[src/rtl/axi_sdram_pkg.sv]
// Shared definitions for the AXI-SDRAM bridge: command word layout and arbiter grant encoding.
package axi_sdram_pkg;

  localparam int unsigned AXI_ADDR_W    = 32;
  localparam int unsigned AXI_LEN_W     = 8;

  // Command word {is_wr, word_addr, len}, is_wr in the MSB
  localparam int unsigned CMD_LEN_LSB   = 0;
  localparam int unsigned CMD_LEN_MSB   = AXI_LEN_W - 1;
  localparam int unsigned CMD_ADDR_LSB  = AXI_LEN_W;
  localparam int unsigned CMD_ADDR_MSB  = CMD_ADDR_LSB + AXI_ADDR_W - 3;
  localparam int unsigned CMD_IS_WR_BIT = CMD_ADDR_MSB + 1;
  localparam int unsigned CMD_W         = CMD_IS_WR_BIT + 1;

  typedef enum logic {
    GRANT_RD = 1'b0,
    GRANT_WR = 1'b1
  } grant_e;

  typedef struct packed {
    logic                  is_wr;
    logic [AXI_ADDR_W-3:0] word_addr;
    logic [AXI_LEN_W-1:0]  len;
  } sdram_cmd_t;

endpackage

[src/rtl/axi_sdram_addr_arb_if.sv]
// AW/AR request channels, SDRAM command stream and unaligned-address FIFO write port of the arbiter.
interface axi_sdram_addr_arb_if #(
  parameter int unsigned ADDR_W = 32,
  parameter int unsigned LEN_W  = 8
);
  localparam int unsigned CMD_W = 1 + (ADDR_W - 2) + LEN_W;

  logic [ADDR_W-1:0] s_axi_awaddr;
  logic [LEN_W-1:0]  s_axi_awlen;
  logic              s_axi_awvalid;
  logic              s_axi_awready;
  logic [ADDR_W-1:0] s_axi_araddr;
  logic [LEN_W-1:0]  s_axi_arlen;
  logic              s_axi_arvalid;
  logic              s_axi_arready;
  logic [CMD_W-1:0]  m_axis_cmd_data;
  logic              m_axis_cmd_valid;
  logic              m_axis_cmd_ready;
  logic              wt_burst_unaligned_msg_fifo_wen;
  logic [1:0]        wt_burst_unaligned_msg_fifo_din;
  logic              wt_burst_unaligned_msg_fifo_full_n;

  modport slave (
    input  s_axi_awaddr, s_axi_awlen, s_axi_awvalid,
    output s_axi_awready,
    input  s_axi_araddr, s_axi_arlen, s_axi_arvalid,
    output s_axi_arready,
    output m_axis_cmd_data, m_axis_cmd_valid,
    input  m_axis_cmd_ready,
    output wt_burst_unaligned_msg_fifo_wen, wt_burst_unaligned_msg_fifo_din,
    input  wt_burst_unaligned_msg_fifo_full_n
  );

  modport master (
    output s_axi_awaddr, s_axi_awlen, s_axi_awvalid,
    input  s_axi_awready,
    output s_axi_araddr, s_axi_arlen, s_axi_arvalid,
    input  s_axi_arready,
    input  m_axis_cmd_data, m_axis_cmd_valid,
    output m_axis_cmd_ready,
    input  wt_burst_unaligned_msg_fifo_wen, wt_burst_unaligned_msg_fifo_din,
    output wt_burst_unaligned_msg_fifo_full_n
  );

endinterface

[src/rtl/axi_sdram_cmd_slot.sv]
// Single-entry valid/ready register: loads a new command, holds it while stalled, drains on ready.
module axi_sdram_cmd_slot #(
  parameter int unsigned W = 39
) (
  input  logic         clk,
  input  logic         rst,
  input  logic         load,
  input  logic [W-1:0] load_data,
  input  logic         ready,
  output logic         valid,
  output logic [W-1:0] data,
  output logic         slot_free
);

  // Free when empty or when the held command leaves this cycle, so load and drain can overlap
  assign slot_free = ~valid | ready;

  always_ff @(posedge clk) begin
    if (rst) begin
      valid <= 1'b0;
      data  <= '0;
    end else if (load) begin
      valid <= 1'b1;
      data  <= load_data;
    end else if (ready) begin
      valid <= 1'b0;
    end
  end

endmodule

[src/rtl/axi_sdram_addr_arb.sv]
// Round-robin arbiter sharing the SDRAM command port between AXI AW and AR, with a one-deep command slot.
module axi_sdram_addr_arb
  import axi_sdram_pkg::*;
#(
  parameter int unsigned ADDR_W = AXI_ADDR_W,
  parameter int unsigned LEN_W  = AXI_LEN_W
) (
  input  logic                clk,
  input  logic                rst,
  axi_sdram_addr_arb_if.slave bus
);

  localparam int unsigned CMD_LW = 1 + (ADDR_W - 2) + LEN_W;

  grant_e              last_grant_q;
  grant_e              last_grant_d;
  logic                slot_free;
  logic                wr_elig;
  logic                rd_elig;
  logic                grant_wr;
  logic                grant_rd;
  logic [CMD_LW-1:0]   load_data;
  logic                unused_araddr_lsb;

  // Round-robin state: side granted most recently
  always_ff @(posedge clk) begin
    if (rst) last_grant_q <= GRANT_RD;
    else     last_grant_q <= last_grant_d;
  end

  // Grant selection and command assembly; writes need room in the unaligned-address FIFO
  always_comb begin
    wr_elig      = bus.s_axi_awvalid & bus.wt_burst_unaligned_msg_fifo_full_n;
    rd_elig      = bus.s_axi_arvalid;
    grant_wr     = 1'b0;
    grant_rd     = 1'b0;
    last_grant_d = last_grant_q;
    load_data    = '0;
    if (!rst && slot_free) begin
      if (wr_elig && (!rd_elig || last_grant_q == GRANT_RD)) grant_wr = 1'b1;
      else if (rd_elig)                                       grant_rd = 1'b1;
    end
    if (grant_wr) begin
      last_grant_d = GRANT_WR;
      load_data    = {1'b1, bus.s_axi_awaddr[ADDR_W-1:2], bus.s_axi_awlen};
    end else if (grant_rd) begin
      last_grant_d = GRANT_RD;
      load_data    = {1'b0, bus.s_axi_araddr[ADDR_W-1:2], bus.s_axi_arlen};
    end
  end

  assign bus.s_axi_awready                   = grant_wr;
  assign bus.s_axi_arready                   = grant_rd;
  assign bus.wt_burst_unaligned_msg_fifo_wen = grant_wr;
  assign bus.wt_burst_unaligned_msg_fifo_din = bus.s_axi_awaddr[1:0];

  // Read bursts are word-aligned downstream; the byte offset is irrelevant for AR
  assign unused_araddr_lsb = ^bus.s_axi_araddr[1:0];

  axi_sdram_cmd_slot #(
    .W (CMD_LW)
  ) u_cmd_slot (
    .clk       (clk),
    .rst       (rst),
    .load      (grant_wr | grant_rd),
    .load_data (load_data),
    .ready     (bus.m_axis_cmd_ready),
    .valid     (bus.m_axis_cmd_valid),
    .data      (bus.m_axis_cmd_data),
    .slot_free (slot_free)
  );

endmodule

[src/flat_wrapper.sv]
// flat-port wrapper written by rule: the top's interface ports become plain ports
module axi_sdram_addr_arb_flat import axi_sdram_pkg::*;
#(
  parameter int unsigned ADDR_W = AXI_ADDR_W,
  parameter int unsigned LEN_W  = AXI_LEN_W
)
  (clk, rst, bus_s_axi_awaddr, bus_s_axi_awlen, bus_s_axi_awvalid, bus_s_axi_awready, bus_s_axi_araddr, bus_s_axi_arlen, bus_s_axi_arvalid, bus_s_axi_arready, bus_m_axis_cmd_data, bus_m_axis_cmd_valid, bus_m_axis_cmd_ready, bus_wt_burst_unaligned_msg_fifo_wen, bus_wt_burst_unaligned_msg_fifo_din, bus_wt_burst_unaligned_msg_fifo_full_n);
  axi_sdram_addr_arb_if #(.ADDR_W(ADDR_W), .LEN_W(LEN_W)) bus_i ();
  input  logic clk;
  input  logic rst;
  input wire logic [$bits(bus_i.s_axi_awaddr)-1:0] bus_s_axi_awaddr;
  input wire logic [$bits(bus_i.s_axi_awlen)-1:0] bus_s_axi_awlen;
  input wire logic [$bits(bus_i.s_axi_awvalid)-1:0] bus_s_axi_awvalid;
  output wire logic [$bits(bus_i.s_axi_awready)-1:0] bus_s_axi_awready;
  input wire logic [$bits(bus_i.s_axi_araddr)-1:0] bus_s_axi_araddr;
  input wire logic [$bits(bus_i.s_axi_arlen)-1:0] bus_s_axi_arlen;
  input wire logic [$bits(bus_i.s_axi_arvalid)-1:0] bus_s_axi_arvalid;
  output wire logic [$bits(bus_i.s_axi_arready)-1:0] bus_s_axi_arready;
  output wire logic [$bits(bus_i.m_axis_cmd_data)-1:0] bus_m_axis_cmd_data;
  output wire logic [$bits(bus_i.m_axis_cmd_valid)-1:0] bus_m_axis_cmd_valid;
  input wire logic [$bits(bus_i.m_axis_cmd_ready)-1:0] bus_m_axis_cmd_ready;
  output wire logic [$bits(bus_i.wt_burst_unaligned_msg_fifo_wen)-1:0] bus_wt_burst_unaligned_msg_fifo_wen;
  output wire logic [$bits(bus_i.wt_burst_unaligned_msg_fifo_din)-1:0] bus_wt_burst_unaligned_msg_fifo_din;
  input wire logic [$bits(bus_i.wt_burst_unaligned_msg_fifo_full_n)-1:0] bus_wt_burst_unaligned_msg_fifo_full_n;
  assign bus_i.s_axi_awaddr = bus_s_axi_awaddr;
  assign bus_i.s_axi_awlen = bus_s_axi_awlen;
  assign bus_i.s_axi_awvalid = bus_s_axi_awvalid;
  assign bus_s_axi_awready = bus_i.s_axi_awready;
  assign bus_i.s_axi_araddr = bus_s_axi_araddr;
  assign bus_i.s_axi_arlen = bus_s_axi_arlen;
  assign bus_i.s_axi_arvalid = bus_s_axi_arvalid;
  assign bus_s_axi_arready = bus_i.s_axi_arready;
  assign bus_m_axis_cmd_data = bus_i.m_axis_cmd_data;
  assign bus_m_axis_cmd_valid = bus_i.m_axis_cmd_valid;
  assign bus_i.m_axis_cmd_ready = bus_m_axis_cmd_ready;
  assign bus_wt_burst_unaligned_msg_fifo_wen = bus_i.wt_burst_unaligned_msg_fifo_wen;
  assign bus_wt_burst_unaligned_msg_fifo_din = bus_i.wt_burst_unaligned_msg_fifo_din;
  assign bus_i.wt_burst_unaligned_msg_fifo_full_n = bus_wt_burst_unaligned_msg_fifo_full_n;
  axi_sdram_addr_arb #(.ADDR_W(ADDR_W), .LEN_W(LEN_W)) u_core (.clk(clk), .rst(rst), .bus(bus_i));
endmodule
[config.mk]
export PLATFORM = sky130hd
export DESIGN_NAME = axi_sdram_addr_arb_flat
export DESIGN_NICKNAME = d
export VERILOG_FILES = /design/src/rtl/axi_sdram_pkg.sv /design/src/rtl/axi_sdram_addr_arb_if.sv /design/src/rtl/axi_sdram_cmd_slot.sv /design/src/rtl/axi_sdram_addr_arb.sv /design/src/flat_wrapper.sv
export SDC_FILE = /design/constraint.sdc
export NUM_CORES = 1
export LEC_CHECK = 0
export ABC_AREA = 1
export CAP_MARGIN = 20
export CORE_MARGIN = 2
export CORE_UTILIZATION = 33
export CTS_CLUSTER_DIAMETER = 100
export DETAILED_ROUTE_END_ITERATION = 8
export PLACE_DENSITY = 0.77
export SLEW_MARGIN = 30
export SYNTH_ARGS = -nofsm -noshare
export SYNTH_HDL_FRONTEND = slang
export SYNTH_SLANG_ARGS = --single-unit
[constraint.sdc]
create_clock -name clk -period 1.2 [get_ports clk]
set_input_delay 0.24 -clock clk [delete_from_list [all_inputs] [get_ports clk]]
set_output_delay 0.24 -clock clk [all_outputs]
set_load 0.02 [all_outputs]
==> results.yml, run 1 <==
run_status:
  status: "finished with violations"
  violations: "setup timing"
grt:
  grtUsageMet3: 0.0598
  grtUsageTotal: 0.203
  antenna_found_initial: 0
  grt_use_met2: 0.382
  top_usage_layer: "met2"
  grtUsageMet1: 0.219
  grt_max_degree: 41
  grt_overflow: 0
  grt_pass1_wl_um: 10500
  grt_pass1_vias: 2288
synthesis:
  syn_inst: 311
  avgSynthCellArea_um2: 6.57
  synthTopCellsByArea: "dfxtp_1 39%, nand3_1 28%, nand2_1 15%"
  async_reset_ff_frac: 0
  ys.warnings.count: 0
  yosys.cell_count.top_type: "nand3_1"
  synth_largest_area_cell: "dfxtp_1"
  syn_area_mm2: 0.00204
  synth_common_cells: "114 x nand3_1, 81 x nand2_1, 40 x dfxtp_1"
  synthFlopType: "dfxtp_1"
  seq_area_frac_synth: 0.392
  synth_edf_count: 0
  synth_cell_types: 14
  synth_nets: 397
  synth-seq-cells: 40
  yosysTopAreaCellShare: 0.392
final_layout:
  drive_gt1_frac: 0.231
  antenna-diode-count: 0
  fin_cells: 507
  final_nets: 518
  areaGrowthSynthToFinish_pct: 73.3
clocking:
  cts.sinks: 40
  clk_latency_ns: 0.28
  cts-root-buf: "clkbuf_8"
  ctsHoldBuffers: 0
  clockBufferDepth: 2
  htreeDepth: 2
  numCtsBuffers: 5
  clkSlewWorstSetupHoldPaths_ns: 0.07
  cts_tree: "done"
pwr:
  power_density_mw_per_mm2: 956
  ir_drop_uv: 500
  p_total_mw: 3.38
  leakage_nw: 1.92
detailed_routing:
  routedWlPerCell_um: 13.6
  vias: 2420
  drt_iter0_markers: 140
  ant_nets: 0
  route.detailed.drc: 0
  routed_wl_um: 6890
  first_pass_iters: 4
  routed_via_density: 4.77
worst_setup_path:
  worstSetupPathType: "reg -> out"
  crit_chain: "nand2_2 > inv_2 > nor2_4 > buf_12 > nor2_4 > buf_6"
  max_stage_delay_ns: 0.34
  slowest_stage: "dfxtp_2"
  required_ns: 0.96
  end_kind: "primary output"
  path_max_fanout: 4
  critical_path_arrival_ns: 1.19
  worst_path_most_repeated_cell: "nor2_4"
  crit_path_start_kind: "flop"
placed_design:
  pre_cts_slack_ns: -0.811
  portBuffers: 124
  dp_hpwl_um: 4190
  gp_congestion: 0.704
  placed_cells: 491
timing:
  slew_headroom: 0.711
  hold_violations: 0
  whs_ns: 0.368
  worstMarginPinSlew_ns: 0.433
  slew_violations: 0
  fmax_ghz: 0.698
  skew_ns: 0.00368
  finalCritPeriodShare: 1.19
  fin_crit_ns: 1.43
  rsz0062_at_grt: "yes"
  layout_setup_ws_ns: -0.232
  setup_viol: 42
floorplan:
  num_rows: 28
  dieArea_mm2: 0.00683
  die_x_um: 82.7
  ioPinCount: 131
  initial_core_util: 0.343
  coreArea_mm2: 0.00596
  die_y_um: 82.7
flow_run:
  drv_cap: 0
worst_hold_path:
  hold_class: "in -> reg"
==> stage by stage <==
step,cell area (um2),utilization,TNS (ns)
global route,3540,0.594,-10.02
global placement,3300,0.554,-26.68
finish,3540,0.594,-6.26
detailed placement,3300,0.554,-27.52
floorplan,2050,-,0
CTS,3680,0.618,-6.95
==> state kept, by name (all words and copies together) (netlist names) <==
register / flops
u_core.last_grant_q: 1
u_core.u_cmd_slot.valid: 1
u_core.u_cmd_slot.data: 38
==> routing by layer <==
layer  vias up  wire, um
li1       1228         -
met2        76      3570
met1      1110      2810
met3         6       456
met4         0        49
met5         -         0
==> final timing paths <==
kind | slack (ns) | endpoint | from | cells after the start
worst max-delay path | -0.23 | bus_s_axi_arready | u_core.last_grant_q | 6
worst min-delay path | 0.37 | u_core.u_cmd_slot.valid | rst | 2
worst max register to register | -0.18 | u_core.u_cmd_slot.data[33] | u_core.last_grant_q | 11
worst min register to register | 0.55 | u_core.u_cmd_slot.valid | u_core.u_cmd_slot.valid | 2
==> cell families after synthesis <==
kind of cell,after synthesis,synth area share
AOI/OAI and AO/OA,3,0.00980
buffers and inverters,70,0.156
DFF,40,0.392
and+or+nand+nor,198,0.442
==> final cells by class <==
cell class,count,area [um2]
repair buffers,142,1310
clock buffers,7,96.3
flip-flops and latches,40,806
inverters,42,160
well taps,75,93.8
multi-input cells,201,1070
fillers,590,2420
==> where the power goes <==
| part | switching (mW) | leakage [nW] | total, mW | internal, mW |
|---|---|---|---|---|
| sequential | 0.0437 | 0.328 | 1.46 | 1.41 |
| clock | 0.423 | 0.0503 | 0.935 | 0.512 |
| combinational | 0.491 | 1.54 | 0.994 | 0.503 |
| total | 0.958 | 1.92 | 3.38 | 2.43 |
==> repair_timing <==
item / 4_1_cts / 5_1_grt
endpoints found under the setup margin: 83 / 78
setup buffers: 3 / 3
endpoints found under the hold margin: 0 / 0
resized for setup: 144 / 51
pin swaps: 14 / 1
gates cloned: 3 / 0
==> cell usage in the layout, fill, tap and decap left out, drive strengths merged <==
cell,count
inv,42
dfxtp,40
a21oi,1
o21ai,1
nand2,81
clkdlybuf4s15,2
clkdlybuf4s50,76
buf,23
dlygate4sd2,5
clkbuf,43
nor2,2
nand3,115
a31oi,1
==> critical path: cells and delay by family (launching register included) <==
| family | cells | cell delay, ns |
|---|---|---|
| flip-flops | 1 | 0.34 |
| AND/OR/NAND/NOR | 3 | 0.27 |
| buffers and inverters | 3 | 0.32 |
(Power assumes the default switching activity.)
==> run 2: changes to the inputs <==
--- a/config.mk
+++ b/config.mk
@@ -8,10 +8,10 @@
 export ABC_AREA = 1
 export CAP_MARGIN = 20
 export CORE_MARGIN = 2
-export CORE_UTILIZATION = 33
+export CORE_UTILIZATION = 36
 export CTS_CLUSTER_DIAMETER = 100
 export DETAILED_ROUTE_END_ITERATION = 8
-export PLACE_DENSITY = 0.77
+export PLACE_DENSITY = 0.82
 export SLEW_MARGIN = 30
 export SYNTH_ARGS = -nofsm -noshare
 export SYNTH_HDL_FRONTEND = slang
==> constraint.sdc (replaced) <==
create_clock -name clk -period 1.6 [get_ports clk]
set_input_delay 0.32 -clock clk [delete_from_list [all_inputs] [get_ports clk]]
set_output_delay 0.32 -clock clk [all_outputs]
set_load 0.02 [all_outputs]
==> run 2 against run 1 <==
  * The flow now finishes without violations
  * Non-clock buffer count is 6 lower
  * Setup slack better by 0.28 ns
  * Sequential power is 25% lower
  * Largest power group unchanged
  * Combinational power is 29% lower
  * Highest routed layer unchanged
  * Core utilization is 3.0 points higher
  * First-iteration DRC count is 7.9% lower
  * Via count is 2.4% lower
  * Die area is 7.9% lower
  * Largest cell class unchanged
  * Final cell count is 2.2% lower
==> results.yml, run 2 (synthesized netlist as in run 1, its figures left out) <==
run_status:
  status: "finished, final reports clean"
final_layout:
  areaGrowthSynthToFinish_pct: 68.3
  drive_gt1_frac: 0.0731
  largest_reg_flops: 38
  final_cell_mix: "114 x nand3_1, 107 x clkdlybuf4s50_1, 78 x nand2_1, 40 x dfxtp_1, 38 x inv_1"
  fill_cells: 512
  final_nets: 512
  layout_commonest_cell: "nand3_1"
  reg_top3: "u_core.u_cmd_slot.data (38), u_core.last_grant_q (1), u_core.u_cmd_slot.valid (1)"
  largest-register: "u_core.u_cmd_slot.data"
  antenna-diode-count: 0
worst_setup_path:
  cp-endpoint: "bus_m_axis_cmd_data[17]"
  slowest_stage: "clkdlybuf4s50_1"
  path_max_fanout: 2
  crit_path_start_kind: "flop"
  r2r-start: "u_core.last_grant_q"
  max_stage_delay_ns: 0.62
  startpoint: "u_core.u_cmd_slot.data[17]"
  r2r_slack_ns: 0.19
  crit_cells: 1
  path_buf_inv: 1
  crit_chain: "clkdlybuf4s50_1"
  required_ns: 1.28
  critPathTopFamily: "buffers and inverters"
  worstSetupPathType: "reg -> out"
  end_kind: "primary output"
  reg2regPathDepth: 9
  reg2reg_to: "u_core.u_cmd_slot.data[20]"
  critical_path_arrival_ns: 1.24
detailed_routing:
  vias: 2363
  routed_wl_um: 6130
  drt_iter0_markers: 129
  routed_via_density: 4.76
  route.detailed.drc: 0
  ant_nets: 0
  first_pass_iters: 4
  routedWlPerCell_um: 12.4
placed_design:
  dp_hpwl_um: 4210
  pre_cts_slack_ns: -0.569
  gp_congestion: 0.724
  portBuffers: 124
clocking:
  clk_latency_ns: 0.28
  cts_tree: "done"
  cts-root-buf: "clkbuf_8"
  ctsHoldBuffers: 0
  htreeDepth: 2
  clkSlewWorstSetupHoldPaths_ns: 0.07
  clockBufferDepth: 2
  cts.sinks: 40
  numCtsBuffers: 5
grt:
  grtUsageTotal: 0.193
  antenna_found_initial: 0
  grt_max_degree: 41
  grt_pass1_vias: 2250
  grt_overflow: 0
  grt_pass1_wl_um: 9870
floorplan:
  die_x_um: 79.3
  initial_core_util: 0.371
  num_rows: 27
  die_y_um: 79.3
  ioPinCount: 131
  coreArea_mm2: 0.00551
  dieArea_mm2: 0.00629
timing:
  fmax_ghz: 0.643
  worstMarginPinSlew_ns: 0.409
  fin_crit_ns: 1.56
  rsz0062_at_grt: "no"
  slew_headroom: 0.727
  slew_violations: 0
  whs_ns: 0.332
  skew_ns: 0.00524
  setup_viol: 0
  finalCritPeriodShare: 0.973
  layout_setup_ws_ns: 0.0438
  hold_violations: 0
worst_hold_path:
  hold_class: "in -> reg"
  min_path_cells: 2
pwr:
  ir_drop_uv: 331
  power_density_mw_per_mm2: 693
  leakage_nw: 1.81
  p_total_mw: 2.38
flow_run:
  drv_cap: 0
==> run 2: cell type report <==
type	instances	area (um2)	share of cell area
Clock buffer	5	68.8	0.0200
Inverter	42	158	0.0459
Multi-Input combinational cell	201	950	0.276
Sequential cell	40	801	0.233
Tap cell	72	90.1	0.0262
Timing Repair Buffer	136	1370	0.399
==> run 2: worst min path at each step <==
stage,startpoint,to
finish,rst,u_core.u_cmd_slot.valid
global route,rst,u_core.u_cmd_slot.valid
CTS,u_core.u_cmd_slot.data[7],u_core.u_cmd_slot.data[7]
detailed placement,u_core.u_cmd_slot.data[7],u_core.u_cmd_slot.data[7]
global placement,u_core.u_cmd_slot.data[18],u_core.u_cmd_slot.data[18]
floorplan,rst,u_core.u_cmd_slot.valid
==> run 2: stage by stage <==
| stage | utilization | cell area, um2 | setup TNS [ns] | instances |
|---|---|---|---|---|
| 6_report | 0.624 | 3440 | 0 | 496 |
| 5_1_grt | 0.624 | 3440 | 0 | 496 |
| 3_3_place_gp | 0.599 | 3300 | -11.04 | 489 |
| 2_1_floorplan | - | 2040 | 0 | 311 |
| 3_5_place_dp | 0.599 | 3300 | -12.14 | 489 |
| 4_1_cts | 0.614 | 3380 | -0.0160 | 495 |
==> run 2: what timing repair did <==
item                                    in CTS  in global routing
endpoints found under the setup margin      33                 48
resized for setup                           24                 16
endpoints found under the hold margin        0                  0
setup buffers                                1                  1
pin swaps                                    3                  4
==> run 2: report_power, final <==
part / leakage [nW] / internal [mW] / switching [mW]
registers: 0.327 / 1.06 / 0.0335
clock network: 0.0359 / 0.281 / 0.300
logic: 1.44 / 0.378 / 0.332
==> run 2: metal layers <==
metal / vias to the layer above / track usage / share of wire
met1: 1069 / 0.219 / 0.42
met3: 2 / 0.0545 / 0.076
met4: 0 / 0.0362 / 0.0024
met2: 80 / 0.361 / 0.50
met5: - / 0 / 0
li1: 1212 / - / -
==> edit 1, RTL diff (config.mk and constraints of run 2) <==
`AXI_LEN_W`: 8 -> 16.
--- a/src/rtl/axi_sdram_pkg.sv
+++ b/src/rtl/axi_sdram_pkg.sv
@@ -3,5 +3,5 @@
 
   localparam int unsigned AXI_ADDR_W    = 32;
-  localparam int unsigned AXI_LEN_W     = 8;
+  localparam int unsigned AXI_LEN_W     = 16;
 
   // Command word {is_wr, word_addr, len}, is_wr in the MSB
Ports: changed (resized bus_m_axis_cmd_data, bus_s_axi_arlen and bus_s_axi_awlen); port bits go from 131 to 155. No check against the original RTL was run, so the function may have changed too.
==> edit 1 against run 2 <==
Power increased by 19%. Clock skew barely moved. Synthesized area increased by 18%. Cell area is 20% higher. Sequential cell count is 8 higher. The flow now finishes with violations (design-rule violations). Setup slack got worse by 0.0025 ns. Register-to-register slack better by 0.02 ns. Critical path depth rose by 3. Die area up 17%. Wire length increased by 20%. First-iteration DRC count down 12%.
==> edit 1: results <==
set metrics [dict create \
    synth_top_cell_area_share_pct 39.83 \
    violations "design-rule violations" \
    ys_seq_area_share_pct 39.83 \
    slowest_stage "clkdlybuf4s50_1" \
    drive_gt1_share_pct 6.102 \
    skew_ns 0.005050 \
    top_regs "u_core.u_cmd_slot.data: 46 flops, u_core.last_grant_q: 1 flops, u_core.u_cmd_slot.valid: 1 flops" \
    outcome "complete, but fails checks" \
    first_pass_iters 8 \
    clkLatencyLatePin_ns 0.28 \
    globalplace.congestion 0.7465 \
    num_vias 2797 \
    clockBufferDepth 2 \
    fmaxAchievable_ghz 0.6416 \
    dp_slack_ns -0.5407 \
    cp.arrival_ns 1.24 \
    grt_pass1_vias 2758 \
    hpwl_mm 5.156 \
    cpPeakStageDelay_ns 0.49 \
    drtIter0Drc 113 \
    drc 12 \
    syn_inst 370 \
    ff2ff_setup_slack_ns 0.21 \
    cts_inserted_buffers 5 \
    grt_first_pass_wirelength_mm 11.92 \
    ys_types 17 \
    grt_max_degree 49 \
    routedWlPerCell_um 12.57 \
    via_per_inst 4.781 \
    nNetsFinal 609 \
    synth_common_cells "142 x nand2_1, 94 x nand3_1, 48 x dfxtp_1, 47 x inv_1, 14 x buf_4" \
    reg2reg_to "u_core.u_cmd_slot.data[22]" \
    r2r_start "u_core.u_cmd_slot.valid" \
    antennaDiodeCount 0 \
    max_slew_margin_pct 66.85 \
    hold_viol 0 \
    syn_nets 472 \
    endpoint "bus_s_axi_awready" \
    cp_max_fo 3 \
    ir_drop_mv 0.3194 \
    nFillCells 598 \
    yosys-top-cells-area "dfxtp_1 40%, nand2_1 22%, nand3_1 20%" \
    setup.worst_path.start "bus_s_axi_awvalid" \
    portBuffers 148 \
    crit_family "buffers and inverters" \
    p_leak_uw 0.002548 \
    dp.cells 576 \
    grt_usage_pct 19.69 \
]
-- edit 1: changes by cell type after synthesis, moves of 2 or more --
cell / change
nand2_2: +2
nand3_1: -20
dfxtp_1: +8
buf_1: +2
inv_1: +8
buf_4: +3
buf_2: -7
buf_6: +4
nand2_1: +61
clkbuf_1: -2
-- edit 1: worst register-to-register path, cell delays in order, from the launching register on --
cell	delay, ns
dfxtp_1	0.34
nand2_4	0.11
nand2_2	0.07
nor2_4	0.18
buf_4	0.17
buf_12	0.17
nand2_1	0.08
nand3_1	0.08
nand2_1	0.06
inv_1	0.08
-- edit 1: cells by family after synthesis --
| family | after synthesis | share of synthesized area (%) |
|---|---|---|
| DFF | 48 | 39.83 |
| AOI/OAI and AO/OA | 2 | 0.4668 |
| buffers and inverters | 78 | 15.98 |
| and+or+nand+nor | 242 | 43.72 |
-- edit 1: power breakdown --
group	switching [uW]	internal, uW	leakage, uW
combinational	370	436	0.00211
clock	371	353	0.0000455
sequential	36.7	1270	0.000393
-- edit 1: metal layers --
layer | GRT usage [%] | vias to the layer above | wire length (um)
met5 | 0 | - | 0
met3 | 7.411 | 16 | 733
met1 | 21.56 | 1240 | 2902
li1 | - | 1407 | -
met4 | 6.349 | 0 | 153
met2 | 34.95 | 134 | 3562
-- edit 1: metrics by stage --
stage / hold slack (ns) / cell area [um2] / TNS (ns)
floorplan: 0.3894 / 2412 / 0
global placement: 0.5218 / 3881 / -16.68
detailed placement: 0.5536 / 3881 / -17.69
CTS: 0.5674 / 3998 / 0
global route: 0.3667 / 4110 / 0
finish: 0.3817 / 4110 / 0
-- edit 1: worst min-delay path by stage --
| stage | end | slack, ns | start | depth (start not counted) |
|---|---|---|---|---|
| floorplan | u_core.u_cmd_slot.valid | 0.39 | rst | 1 |
| global placement | u_core.u_cmd_slot.valid | 0.52 | u_core.u_cmd_slot.valid | 2 |
| detailed placement | u_core.u_cmd_slot.data[23] | 0.55 | u_core.u_cmd_slot.data[23] | 4 |
| CTS | u_core.u_cmd_slot.data[23] | 0.57 | u_core.u_cmd_slot.data[23] | 4 |
| global route | u_core.u_cmd_slot.valid | 0.37 | rst | 3 |
| finish | u_core.u_cmd_slot.valid | 0.38 | rst | 3 |
-- edit 1: timing repair --
item | in CTS | in global routing
resized for setup | 28 | 41
setup buffers | 1 | 0
pin swaps | 1 | 3
setup endpoints to repair | 52 | 81
-- edit 1: area by class of cell --
| class | instances | share of cell area (%) |
|---|---|---|
| flip-flops and latches | 48 | 23.38 |
| clock buffers | 8 | 2.192 |
| inverters | 49 | 4.475 |
| multi-input cells | 244 | 26.55 |
| well taps | 77 | 2.344 |
| repair buffers | 159 | 41.07 |
==> edit 2, RTL diff (config.mk and constraints of run 2) <==
Made on the original files. Make the reset (`rst`) asynchronous in 2 clocked blocks.
--- a/src/rtl/axi_sdram_cmd_slot.sv
+++ b/src/rtl/axi_sdram_cmd_slot.sv
@@ -16,5 +16,5 @@
   assign slot_free = ~valid | ready;
 
-  always_ff @(posedge clk) begin
+  always_ff @(posedge clk or posedge rst) begin
     if (rst) begin
       valid <= 1'b0;
--- a/src/rtl/axi_sdram_addr_arb.sv
+++ b/src/rtl/axi_sdram_addr_arb.sv
@@ -24,5 +24,5 @@
 
   // Round-robin state: side granted most recently
-  always_ff @(posedge clk) begin
+  always_ff @(posedge clk or posedge rst) begin
     if (rst) last_grant_q <= GRANT_RD;
     else     last_grant_q <= last_grant_d;
Check against the original RTL: differs if rst is asserted again (counterexample within 4 cycles, from zero or initial values and one cycle with rst high); with rst held inactive, the same outputs for 10 cycles.
==> edit 2 against run 2 <==
Sequential cell count unchanged. Critical path depth increased by 5. Die area decreased by 5.2%. Wire length decreased by 3.4%. Synthesized area decreased by 5.5%. First-iteration DRC count decreased by 1.6%. Cell area decreased by 2.3%. Power increased by 34%. Highest routed layer unchanged. Critical endpoint is now bus_s_axi_arready. Setup slack got worse by 0.032 ns. Final cell count decreased by 16%. Count of clock-buffer cells in the layout unchanged.
==> edit 2: results <==
set metrics [dict create \
    p_leak_uw 0.001658 \
    cp_max_fo 3 \
    nFillCells 472 \
    syn2layout_area_growth_pct 74.06 \
    slowest_stage "clkdlybuf4s50_1" \
    cp.arrival_ns 1.27 \
    grt_first_pass_wirelength_mm 9.791 \
    clock-root-buffer "clkbuf_8" \
    grt_max_degree 41 \
    clkLatencyLatePin_ns 0.28 \
    portBuffers 124 \
    synthArstFlopShare_pct 100.0 \
    placedInstanceArea_um2 3221 \
    skew_ns 0.001962 \
    dp_slack_ns -0.5299 \
    ir_drop_mv 0.4662 \
    hold_viol 0 \
    yosys-top-cells-area "dfrtp_1 52%, nand3_1 30%, nand2_1 8.6%" \
    top_regs "u_core.u_cmd_slot.data: 39 flops, u_core.u_cmd_slot.valid: 1 flops" \
    via_per_inst 5.055 \
    synth_ff_type "dfrtp_1" \
    first_pass_iters 4 \
    hpwl_mm 4.084 \
    hold_class "input port to async pin" \
    grt_usage_pct 20.11 \
    ys_seq_area_share_pct 51.88 \
    cts_inserted_buffers 5 \
    synth_common_cells "115 x nand3_1, 44 x nand2_1, 40 x dfrtp_1, 10 x buf_2, 7 x buf_4" \
    max_slew_margin_pct 65.41 \
    drtIter0Drc 127 \
    yosysWarningCount 0 \
    antennaDiodeCount 0 \
    routedWlPerCell_um 14.20 \
    grt_pass1_vias 2147 \
    p_sw_uw 1041 \
    grt_antenna_before_repair 0 \
    clk_pin_slew_ns 0.07 \
    globalplace.congestion 0.6918 \
    drive_gt1_share_pct 8.646 \
    nNetsFinal 435 \
    syn_nets 317 \
    cpPeakStageDelay_ns 0.47 \
    outcome "finished, final reports clean" \
    clockBufferDepth 2 \
]
-- edit 2: cell families after synthesis --
group	share of synthesized area (%)
compound gates	0.4540
buf+inv	7.847
flops	51.88
simple gates	39.82
-- edit 2: power groups by stage --
stage | clock network (uW) | logic, uW | registers [uW]
finish | 584 | 1270 | 1320
global route | 649 | 1360 | 1350
global placement | 0 | 1280 | 1330
floorplan | 0 | 349 | 1590
CTS | 603 | 1290 | 1320
detailed placement | 0 | 1300 | 1340
-- edit 2: timing repair --
item                       4_1_cts  5_1_grt
pin swaps                        1        2
cloned                           0        0
buffers inserted                 1        0
resized for setup               20       26
setup endpoints to repair        6       56
-- edit 2: area by class of cell --
class,instances,area share [%]
Timing Repair Buffer,135,40.87
Tap cell,70,2.608
Sequential cell,40,29.81
Multi-Input combinational cell,163,24.11
Clock buffer,5,2.049
Inverter,4,0.5589
-- edit 2: path summary, 6_finish.rpt --
check	cells past startpoint	startpoint	slack (ns)	end
max	6	bus_wt_burst_unaligned_msg_fifo_full_n	0.01	bus_s_axi_arready
min	3	rst	0.32	u_core.u_cmd_slot.data[32]
max reg2reg	6	u_core.u_cmd_slot.valid	0.23	u_core.u_cmd_slot.data[22]
min reg2reg	2	u_core.u_cmd_slot.data[7]	0.50	u_core.u_cmd_slot.data[7]
max in group asynchronous	3	rst	0.92	u_core.u_cmd_slot.data[16]
min in group clk	4	bus_m_axis_cmd_ready	0.40	u_core.u_cmd_slot.valid
-- edit 2: per-layer routing --
layer	global-route usage (%)	routed length (um)	part of all wire (%)
met1	23.73	2386	40
met2	36.17	3022	51
met3	5.294	453	7.7
met4	5.000	57	0.96
met5	0	0	0
-- edit 2: tightest hold or removal path, cell delays in order --
cell and delay [ns]:
dlymetal6s2s_1 0.18, clkinvlp_4 0.11, buf_4 0.44
-- edit 2: per-stage QoR --
| step | hold WS, ns | power (uW) | util (%) | TNS, ns | cells |
|---|---|---|---|---|---|
| 6_report | 0.3218 | 3182 | 65.34 | 0 | 417 |
| 5_1_grt | 0.3724 | 3364 | 65.34 | -0.008659 | 417 |
| 4_1_cts | 0.5124 | 3222 | 64.00 | -0.1595 | 417 |
| 3_5_place_dp | 0.4963 | 2642 | 62.66 | -11.62 | 411 |
| 3_3_place_gp | 0.4896 | 2611 | 62.66 | -10.28 | 411 |
| 2_1_floorplan | 0.3144 | 1935 | - | -4.435 | 231 |
